==> src/rtl/fpu_cvt_arb_pkg.sv <==
// fpu_cvt_arb_pkg: shared FP convert constants, defaults, return entry type and lane helpers
package fpu_cvt_arb_pkg;
  localparam logic [7:0] fop_pcvtD = 8'h3c;
  localparam logic [7:0] fop_pcvtS = 8'h3d;
  localparam int LAT_DEF = 2;
  localparam int DEPTH_DEF = 4;
  localparam int TAGW_DEF = 9;
  localparam int DATAW = 68;
  typedef struct packed {
    logic [1:0]          lane;
    logic [TAGW_DEF-1:0] tag;
    logic [DATAW-1:0]    data;
    logic                alt;
  } ret_entry_t;
  function automatic logic [1:0] lane_next(input logic [1:0] l);
    return (l == 2'd2) ? 2'd0 : l + 2'd1;
  endfunction
  function automatic logic [2:0] lane_oh(input logic [1:0] l);
    return 3'b001 << l;
  endfunction
endpackage

==> src/rtl/fpu_cvt_arb_if.sv <==
// fpu_cvt_arb_if: issue-lane, converter and writeback signals of the shared convert pipe
interface fpu_cvt_arb_if import fpu_cvt_arb_pkg::*; #(parameter int TAGW = TAGW_DEF) ();
  logic                flush;
  logic [2:0]          req_valid;
  logic [2:0]          req_ready;
  logic [2:0]          req_dbl;
  logic [3*DATAW-1:0]  req_data;
  logic [3*TAGW-1:0]   req_tag;
  logic                cvt_en;
  logic [DATAW-1:0]    cvt_A;
  logic                cvt_isDBL;
  logic                cvt_is32b;
  logic [DATAW-1:0]    cvt_res;
  logic                cvt_alt;
  logic [2:0]          ret_valid;
  logic [DATAW-1:0]    ret_data;
  logic [TAGW-1:0]     ret_tag;
  logic                ret_alt;
  logic [2:0]          ret_accept;
  logic                busy;
  modport master (
    output flush, req_valid, req_dbl, req_data, req_tag, cvt_res, cvt_alt, ret_accept,
    input  req_ready, cvt_en, cvt_A, cvt_isDBL, cvt_is32b, ret_valid, ret_data, ret_tag, ret_alt, busy
  );
  modport slave (
    input  flush, req_valid, req_dbl, req_data, req_tag, cvt_res, cvt_alt, ret_accept,
    output req_ready, cvt_en, cvt_A, cvt_isDBL, cvt_is32b, ret_valid, ret_data, ret_tag, ret_alt, busy
  );
endinterface

==> src/rtl/fpu_cvt_retq.sv <==
// fpu_cvt_retq: shifting sync FIFO whose head always sits in entry 0 so dout comes straight from a register
module fpu_cvt_retq #(
  parameter int DEPTH = 4,
  parameter int W = 80
) (
  input  logic                         clk,
  input  logic                         rst,
  input  logic                         clr,
  input  logic                         push,
  input  logic [W-1:0]                 din,
  input  logic                         pop,
  output logic [W-1:0]                 dout,
  output logic [$clog2(DEPTH+1)-1:0]   count,
  output logic                         full,
  output logic                         empty
);
  localparam int CW = $clog2(DEPTH + 1);
  localparam int AW = DEPTH > 1 ? $clog2(DEPTH) : 1;
  logic [W-1:0] mem [DEPTH];
  logic [W-1:0] mem_n [DEPTH];
  logic [AW-1:0] wr_idx;
  assign wr_idx = AW'(count - CW'(pop));
  assign full = count == CW'(DEPTH);
  assign empty = count == '0;
  assign dout = mem[0];
  always_comb begin
    mem_n = mem;
    if (pop) for (int i = 0; i < DEPTH - 1; i++) mem_n[i] = mem[i + 1];
    if (push) mem_n[wr_idx] = din;
  end
  always_ff @(posedge clk) begin
    if (rst) begin
      count <= '0;
      for (int i = 0; i < DEPTH; i++) mem[i] <= '0;
    end else if (clr) begin
      count <= '0;
    end else begin
      count <= count + CW'(push) - CW'(pop);
      mem <= mem_n;
    end
  end
endmodule

==> src/rtl/fpu_cvt_arb.sv <==
// fpu_cvt_arb: round-robin arbiter, credit tracker and in-order result return for the shared FP-to-int convert pipe
module fpu_cvt_arb import fpu_cvt_arb_pkg::*; #(
  parameter int LAT = LAT_DEF,
  parameter int DEPTH = DEPTH_DEF,
  parameter int TAGW = TAGW_DEF
) (
  input logic          clk,
  input logic          rst,
  fpu_cvt_arb_if.slave io
);
  localparam int CW = $clog2(DEPTH + 1);
  localparam int EW = 2 + TAGW + DATAW + 1;
  typedef struct packed {
    logic [1:0]       lane;
    logic [TAGW-1:0]  tag;
    logic [DATAW-1:0] data;
    logic             alt;
  } ent_t;
  typedef struct packed {
    logic            v;
    logic [1:0]      lane;
    logic [TAGW-1:0] tag;
  } stg_t;
  logic [1:0] rr, c1, c2, win;
  logic [CW-1:0] cnt, q_cnt;
  logic allow, grant, push, pop, q_full, q_empty, dbl_q;
  logic [DATAW-1:0] a_q, win_data;
  logic [TAGW-1:0] win_tag;
  stg_t s0, tail;
  ent_t head;
  always_comb begin
    c1 = lane_next(rr);
    c2 = lane_next(c1);
    win = io.req_valid[rr] ? rr : io.req_valid[c1] ? c1 : c2;
    allow = !rst && !io.flush && cnt < CW'(DEPTH);
    grant = allow && |io.req_valid;
    win_data = win == 2'd0 ? io.req_data[67:0] : win == 2'd1 ? io.req_data[135:68] : io.req_data[203:136];
    win_tag = win == 2'd0 ? io.req_tag[TAGW-1:0] : win == 2'd1 ? io.req_tag[2*TAGW-1:TAGW] : io.req_tag[3*TAGW-1:2*TAGW];
    s0 = {grant, win, win_tag};
  end
  assign io.req_ready = grant ? lane_oh(win) : 3'b000;
  assign io.cvt_en = grant;
  assign io.cvt_A = grant ? win_data : a_q;
  assign io.cvt_isDBL = grant ? io.req_dbl[win] : dbl_q;
  assign io.cvt_is32b = !io.cvt_isDBL;
  assign io.busy = cnt != '0;
  always_ff @(posedge clk) begin
    if (rst) begin
      rr <= 2'd0;
      cnt <= '0;
      a_q <= '0;
      dbl_q <= 1'b0;
    end else begin
      if (grant) begin
        rr <= lane_next(win);
        a_q <= win_data;
        dbl_q <= io.req_dbl[win];
      end
      cnt <= io.flush ? '0 : cnt + CW'(grant) - CW'(pop);
    end
  end
  // stage 0 is the issue cycle itself; registered stages carry the op until the converter result lines up
  if (LAT == 1) begin : g_direct
    assign tail = s0;
  end else begin : g_pipe
    stg_t pq [LAT-1];
    always_ff @(posedge clk) begin
      if (rst || io.flush) begin
        for (int i = 0; i < LAT - 1; i++) pq[i] <= '0;
      end else begin
        pq[0] <= s0;
        for (int i = 1; i < LAT - 1; i++) pq[i] <= pq[i-1];
      end
    end
    assign tail = pq[LAT-2];
  end
  assign push = tail.v;
  assign pop = !q_empty && io.ret_accept[head.lane];
  fpu_cvt_retq #(.DEPTH(DEPTH), .W(EW)) u_retq (
    .clk(clk),
    .rst(rst),
    .clr(io.flush),
    .push(push),
    .din({tail.lane, tail.tag, io.cvt_res, io.cvt_alt}),
    .pop(pop),
    .dout(head),
    .count(q_cnt),
    .full(q_full),
    .empty(q_empty)
  );
  assign io.ret_valid = q_empty ? 3'b000 : lane_oh(head.lane);
  assign io.ret_data = head.data;
  assign io.ret_tag = head.tag;
  assign io.ret_alt = head.alt;
  // credits cover every buffered entry, so the queue can never be asked to overfill
  assert property (@(posedge clk) disable iff (rst) !(push && q_full && !pop));
  assert property (@(posedge clk) disable iff (rst) q_cnt <= cnt);
endmodule

==> src/flat_wrapper.sv <==
// flat-port wrapper written by rule: the top's interface ports become plain ports
module fpu_cvt_arb_flat import fpu_cvt_arb_pkg::*;
#(
  parameter int LAT = LAT_DEF,
  parameter int DEPTH = DEPTH_DEF,
  parameter int TAGW = TAGW_DEF
)
  (clk, rst, io_flush, io_req_valid, io_req_dbl, io_req_data, io_req_tag, io_cvt_res, io_cvt_alt, io_ret_accept, io_req_ready, io_cvt_en, io_cvt_A, io_cvt_isDBL, io_cvt_is32b, io_ret_valid, io_ret_data, io_ret_tag, io_ret_alt, io_busy);
  fpu_cvt_arb_if #(.TAGW(TAGW)) io_i ();
  input logic clk;
  input logic rst;
  input wire logic [$bits(io_i.flush)-1:0] io_flush;
  input wire logic [$bits(io_i.req_valid)-1:0] io_req_valid;
  input wire logic [$bits(io_i.req_dbl)-1:0] io_req_dbl;
  input wire logic [$bits(io_i.req_data)-1:0] io_req_data;
  input wire logic [$bits(io_i.req_tag)-1:0] io_req_tag;
  input wire logic [$bits(io_i.cvt_res)-1:0] io_cvt_res;
  input wire logic [$bits(io_i.cvt_alt)-1:0] io_cvt_alt;
  input wire logic [$bits(io_i.ret_accept)-1:0] io_ret_accept;
  output wire logic [$bits(io_i.req_ready)-1:0] io_req_ready;
  output wire logic [$bits(io_i.cvt_en)-1:0] io_cvt_en;
  output wire logic [$bits(io_i.cvt_A)-1:0] io_cvt_A;
  output wire logic [$bits(io_i.cvt_isDBL)-1:0] io_cvt_isDBL;
  output wire logic [$bits(io_i.cvt_is32b)-1:0] io_cvt_is32b;
  output wire logic [$bits(io_i.ret_valid)-1:0] io_ret_valid;
  output wire logic [$bits(io_i.ret_data)-1:0] io_ret_data;
  output wire logic [$bits(io_i.ret_tag)-1:0] io_ret_tag;
  output wire logic [$bits(io_i.ret_alt)-1:0] io_ret_alt;
  output wire logic [$bits(io_i.busy)-1:0] io_busy;
  assign io_i.flush = io_flush;
  assign io_i.req_valid = io_req_valid;
  assign io_i.req_dbl = io_req_dbl;
  assign io_i.req_data = io_req_data;
  assign io_i.req_tag = io_req_tag;
  assign io_i.cvt_res = io_cvt_res;
  assign io_i.cvt_alt = io_cvt_alt;
  assign io_i.ret_accept = io_ret_accept;
  assign io_req_ready = io_i.req_ready;
  assign io_cvt_en = io_i.cvt_en;
  assign io_cvt_A = io_i.cvt_A;
  assign io_cvt_isDBL = io_i.cvt_isDBL;
  assign io_cvt_is32b = io_i.cvt_is32b;
  assign io_ret_valid = io_i.ret_valid;
  assign io_ret_data = io_i.ret_data;
  assign io_ret_tag = io_i.ret_tag;
  assign io_ret_alt = io_i.ret_alt;
  assign io_busy = io_i.busy;
  fpu_cvt_arb #(.LAT(LAT), .DEPTH(DEPTH), .TAGW(TAGW)) u_core (.clk(clk), .rst(rst), .io(io_i));
endmodule
==> config.mk <==
export PLATFORM = sky130hd
export DESIGN_NAME = fpu_cvt_arb_flat
export DESIGN_NICKNAME = d
export VERILOG_FILES = /design/src/rtl/fpu_cvt_arb_pkg.sv /design/src/rtl/fpu_cvt_arb_if.sv /design/src/rtl/fpu_cvt_retq.sv /design/src/rtl/fpu_cvt_arb.sv /design/src/flat_wrapper.sv
export SDC_FILE = /design/constraint.sdc
export NUM_CORES = 1
export LEC_CHECK = 0
export ABC_AREA = 0
export CORE_MARGIN = 2
export CORE_UTILIZATION = 49
export DETAILED_ROUTE_END_ITERATION = 10
export PLACE_DENSITY_LB_ADDON = 0.2
export SLEW_MARGIN = 30
export SYNTH_ARGS = -nofsm -noshare
export SYNTH_HDL_FRONTEND = slang
export SYNTH_SLANG_ARGS = --single-unit
==> constraint.sdc <==
create_clock -name clk -period 3.7 [get_ports clk]
set_input_delay 0.37 -clock clk [delete_from_list [all_inputs] [get_ports clk]]
set_output_delay 0.37 -clock clk [all_outputs]
set_load 0.05 [all_outputs]
==> run_results.csv <==
group,metric,value,unit
critical_path,r2r-start,"u_core.u_retq.dout[78]$_SDFFE_PP0N_",
critical_path,ff2ff_setup_slack,0.92,ns
floorplanning,die_h,193,um
clocking,clk_pin_slew,0.06,ns
yosys,synth.largest_area_cell,"dfxtp_1",
yosys,synth_edf_count,0,
yosys,synth_top_area_frac,0.468,
route,drc,0,
yosys,post-synth-top-count-cell,"dfxtp_1",
clocking,hold_buffers,0,
clocking,post_cts_resized,0,
sta,max_clock_freq,294,MHz
critical_path,path_class,"flop to output pin",
yosys,ys_ff_latch,409,
final_layout,design_area,0.0242,sq mm
yosys,avgSynthCellArea,8.79,sq um
run,max-cap-violations,0,
route,viasPerCell,6.22,
route,ant_nets,0,
route,vias,17300,
critical_path,cp_max_fo,46,
yosys,synth_ff_type,"dfxtp_1",
place,gp_congestion,0.935,
critical_path,slowest_delay,0.55,ns
yosys,yosys-top-cells-count,"dfxtp_1 (409), a21oi_1 (402), nand2_1 (225), o221ai_1 (188), clkbuf_1 (156)",
route,routed_wirelength,63.9,mm
critical_path,cp_top_family,"compound AO/OA/AOI/OAI gates",
sta,finalSetupViolCount,0,
sta,hold_viol_final,0,
power,power_switching,3630,uW
floorplanning,initial_utilization,0.495,
place,dp_hpwl,41.1,mm
yosys,synthXorXnorAreaFrac,0.00250,
clocking,cts_made_buffers,45,
clocking,cts_htree_levels,2,
power,vdd_drop_max,412,uV
route,wl_per_cell,23.0,um
sta,period_minus_slack,3.40,ns
grt,antenna_found_initial,19,
yosys,async_flop_share,0,
yosys,synth_top_family_by_area,"compound AO/OA/AOI/OAI gates",
yosys,syn_inst,1992,
yosys,yosys.area_share.simple,0.116,
critical_path,cp_common_cell,"a21oi_1",
final_layout,nFillCells,2851,
place,place_area,0.0226,sq mm
sta,relSlewSlack,0.327,
floorplanning,fp.dieW,193,um
grt,grtUsageMet2,0.540,
clocking,cts.root.buffer_cell,"clkbuf_16",
yosys,ys_warn_count,0,
final_layout,syn2layout_area_growth,38.4,%
critical_path,arrival,3.03,ns
yosys,yosysSeqAreaShare,0.468,
worst_hold_path,hp-class,"input port to flop",
power,comb_power_share,0.227,
floorplanning,core-area,0.0354,sq mm
yosys,synthTopCellsByArea,"dfxtp_1 (47%), a21oi_1 (11%), o221ai_1 (9.4%), nand2_1 (4.8%), o221a_2 (4.4%)",
worst_hold_path,min_from,"rst",
yosys,synth_area,0.0175,sq mm
power,p_per_area,515,mW/mm^2
sta,fin_skew,0.0153,ns
grt,grt.busiest_layer,"met2",
clocking,cts.sinks,409,
final_layout,final-seq-area,0.00819,sq mm
grt,track_usage,0.328,
final_layout,layout-drive-gt1-share,0.122,
floorplanning,row_count,69,
grt,grt_pass1_vias,16600,
sta,fin_tns_setup,0,ns
place,placed_cells,2676,
final_layout,final_cells,2776,
power,power.internal,8850,uW
critical_path,crit_buf_inv,2,
route,first_iter_violations,1418,
power,power_leakage,0.00872,uW
critical_path,worstPathRequired,3.33,ns
power,p_sw_frac,0.291,
outcome,status,"finished clean",
critical_path,cp-end-kind,"output pin",
yosys,synth-compound-area-share,0.304,
grt,grt_max_degree,104,
sta,final.period_utilization,0.919,
floorplanning,io_pins,468,
critical_path,r2r_cells,7,
final_layout,multi_input_area,0.00797,sq mm
final_layout,nets,2579,
yosys,synth_nets,2309,
power,p_total,12500,uW
yosys,synth_fa_ha_area_frac,0.00443,
yosys,muxShareOfSynthArea,0.0221,
critical_path,crit_chain,"nor4b_1 > a31o_4 > buf_4 > a21oi_1 > a21oi_1 > buf_12",
grt,grt_pass1_wl,95.2,mm
clocking,clock_tree.buffer_depth,3,
power,clockPowerShare,0.387,
sta,grt_setup_unrepaired,"false",
yosys,synth.distinct_cells,49,
grt,gr-total-overflow,0,
critical_path,worstSetupStartpointType,"flop",
sta,drv_slew,0,
worst_hold_path,min_path_cells,4,
grt,met3_usage,0.0809,
critical_path,critPathSlowestCell,"a31o_4",
sta,tightest_slew,1.01,ns
grt,met1_usage,0.405,
clocking,cts_setup_buffers,0,
floorplanning,die-area,0.0373,sq mm
power,pwr-share-seq,0.386,
route,first_pass_iters,5,
clocking,cts_tree,"done",
final_layout,final_util,0.684,
clocking,worstSkewPairLatency,0.57,ns
place,port_buffers,467,
worst_hold_path,hold-path-endpoint,"u_core.u_retq.count[2]$_SDFF_PP0_",
-- through the flow --
stage | setup slack, ns | hold WS, ns
2_1_floorplan | 0.641 | 0.432
3_3_place_gp | 0.412 | 0.437
3_5_place_dp | 0.315 | 0.446
4_1_cts | 0.336 | 0.260
5_1_grt | 0.139 | 0.302
6_report | 0.301 | 0.291
-- placed cells by master (no fill, tap or decap), types with 3 or more instances in the layout --
cell / instances
dfxtp_1: 409
a21oi_1: 402
clkdlybuf4s50_1: 391
nand2_1: 225
o221ai_1: 188
nor2_1: 138
buf_12: 81
o221a_2: 69
and2_1: 47
clkbuf_16: 47
a32oi_1: 40
mux2i_1: 35
buf_4: 34
nand3_1: 30
o211ai_1: 29
diode_2: 20
o221a_1: 10
clkinv_2: 9
nor3_1: 8
inv_1: 8
o21ai_0: 8
clkbuf_8: 8
bufinv_16: 7
a222oi_1: 6
clkbuf_1: 6
nor2b_1: 5
nand2b_1: 4
nor4_1: 4
xnor2_1: 4
a211oi_4: 3
ha_1: 3
-- layout make-up --
cell class,count,area share
Inverter,10,0.00176
Clock inverter,19,0.0117
Tap cell,461,0.0238
Clock buffer,61,0.0540
Sequential cell,409,0.338
Timing Repair Buffer,507,0.240
Multi-Input combinational cell,1289,0.329
Antenna cell,20,0.00207
-- routing by layer --
metal / share of wire / routed length, um / vias up
met5: 0.00063 / 40 / -
met4: 0.044 / 2840 / 6
met3: 0.095 / 6060 / 138
met2: 0.48 / 30900 / 848
met1: 0.38 / 24000 / 8399
li1: - / - / 7888
-- worst max path at each step --
stage | startpoint | end | slack [ns] | cells after the start
floorplan | io_flush | io_cvt_is32b | 0.64 | 7
global placement | io_req_valid[0] | io_cvt_A[51] | 0.41 | 7
detailed placement | io_req_valid[0] | u_core.cnt[2]$_SDFF_PP0_ | 0.32 | 12
CTS | u_core.rr[1]$_SDFFE_PP0N_ | io_cvt_A[14] | 0.34 | 6
global route | u_core.rr[1]$_SDFFE_PP0N_ | io_cvt_A[14] | 0.14 | 6
finish | u_core.rr[1]$_SDFFE_PP0N_ | io_cvt_A[14] | 0.30 | 6
-- power groups by stage --
stage	registers, uW	clock network [uW]	logic [uW]
6_report	4820	4830	2840
5_1_grt	4840	5040	2980
4_1_cts	4810	4870	2830
3_5_place_dp	4900	0	2810
3_3_place_gp	4890	0	2780
2_1_floorplan	4850	0	1630
-- logic make-up after synthesis --
kind of cell | Yosys count
simple gates | 476
flops | 409
fa+ha+maj | 5
compound gates | 765
mux | 38
buf+inv | 294
xor+xnor | 5
-- worst min-delay path: stages --
cell and delay [ns]:
buf_4 0.08, or2_1 0.08, buf_4 0.21, nor2_1 0.07
(Power assumes the default switching activity.)
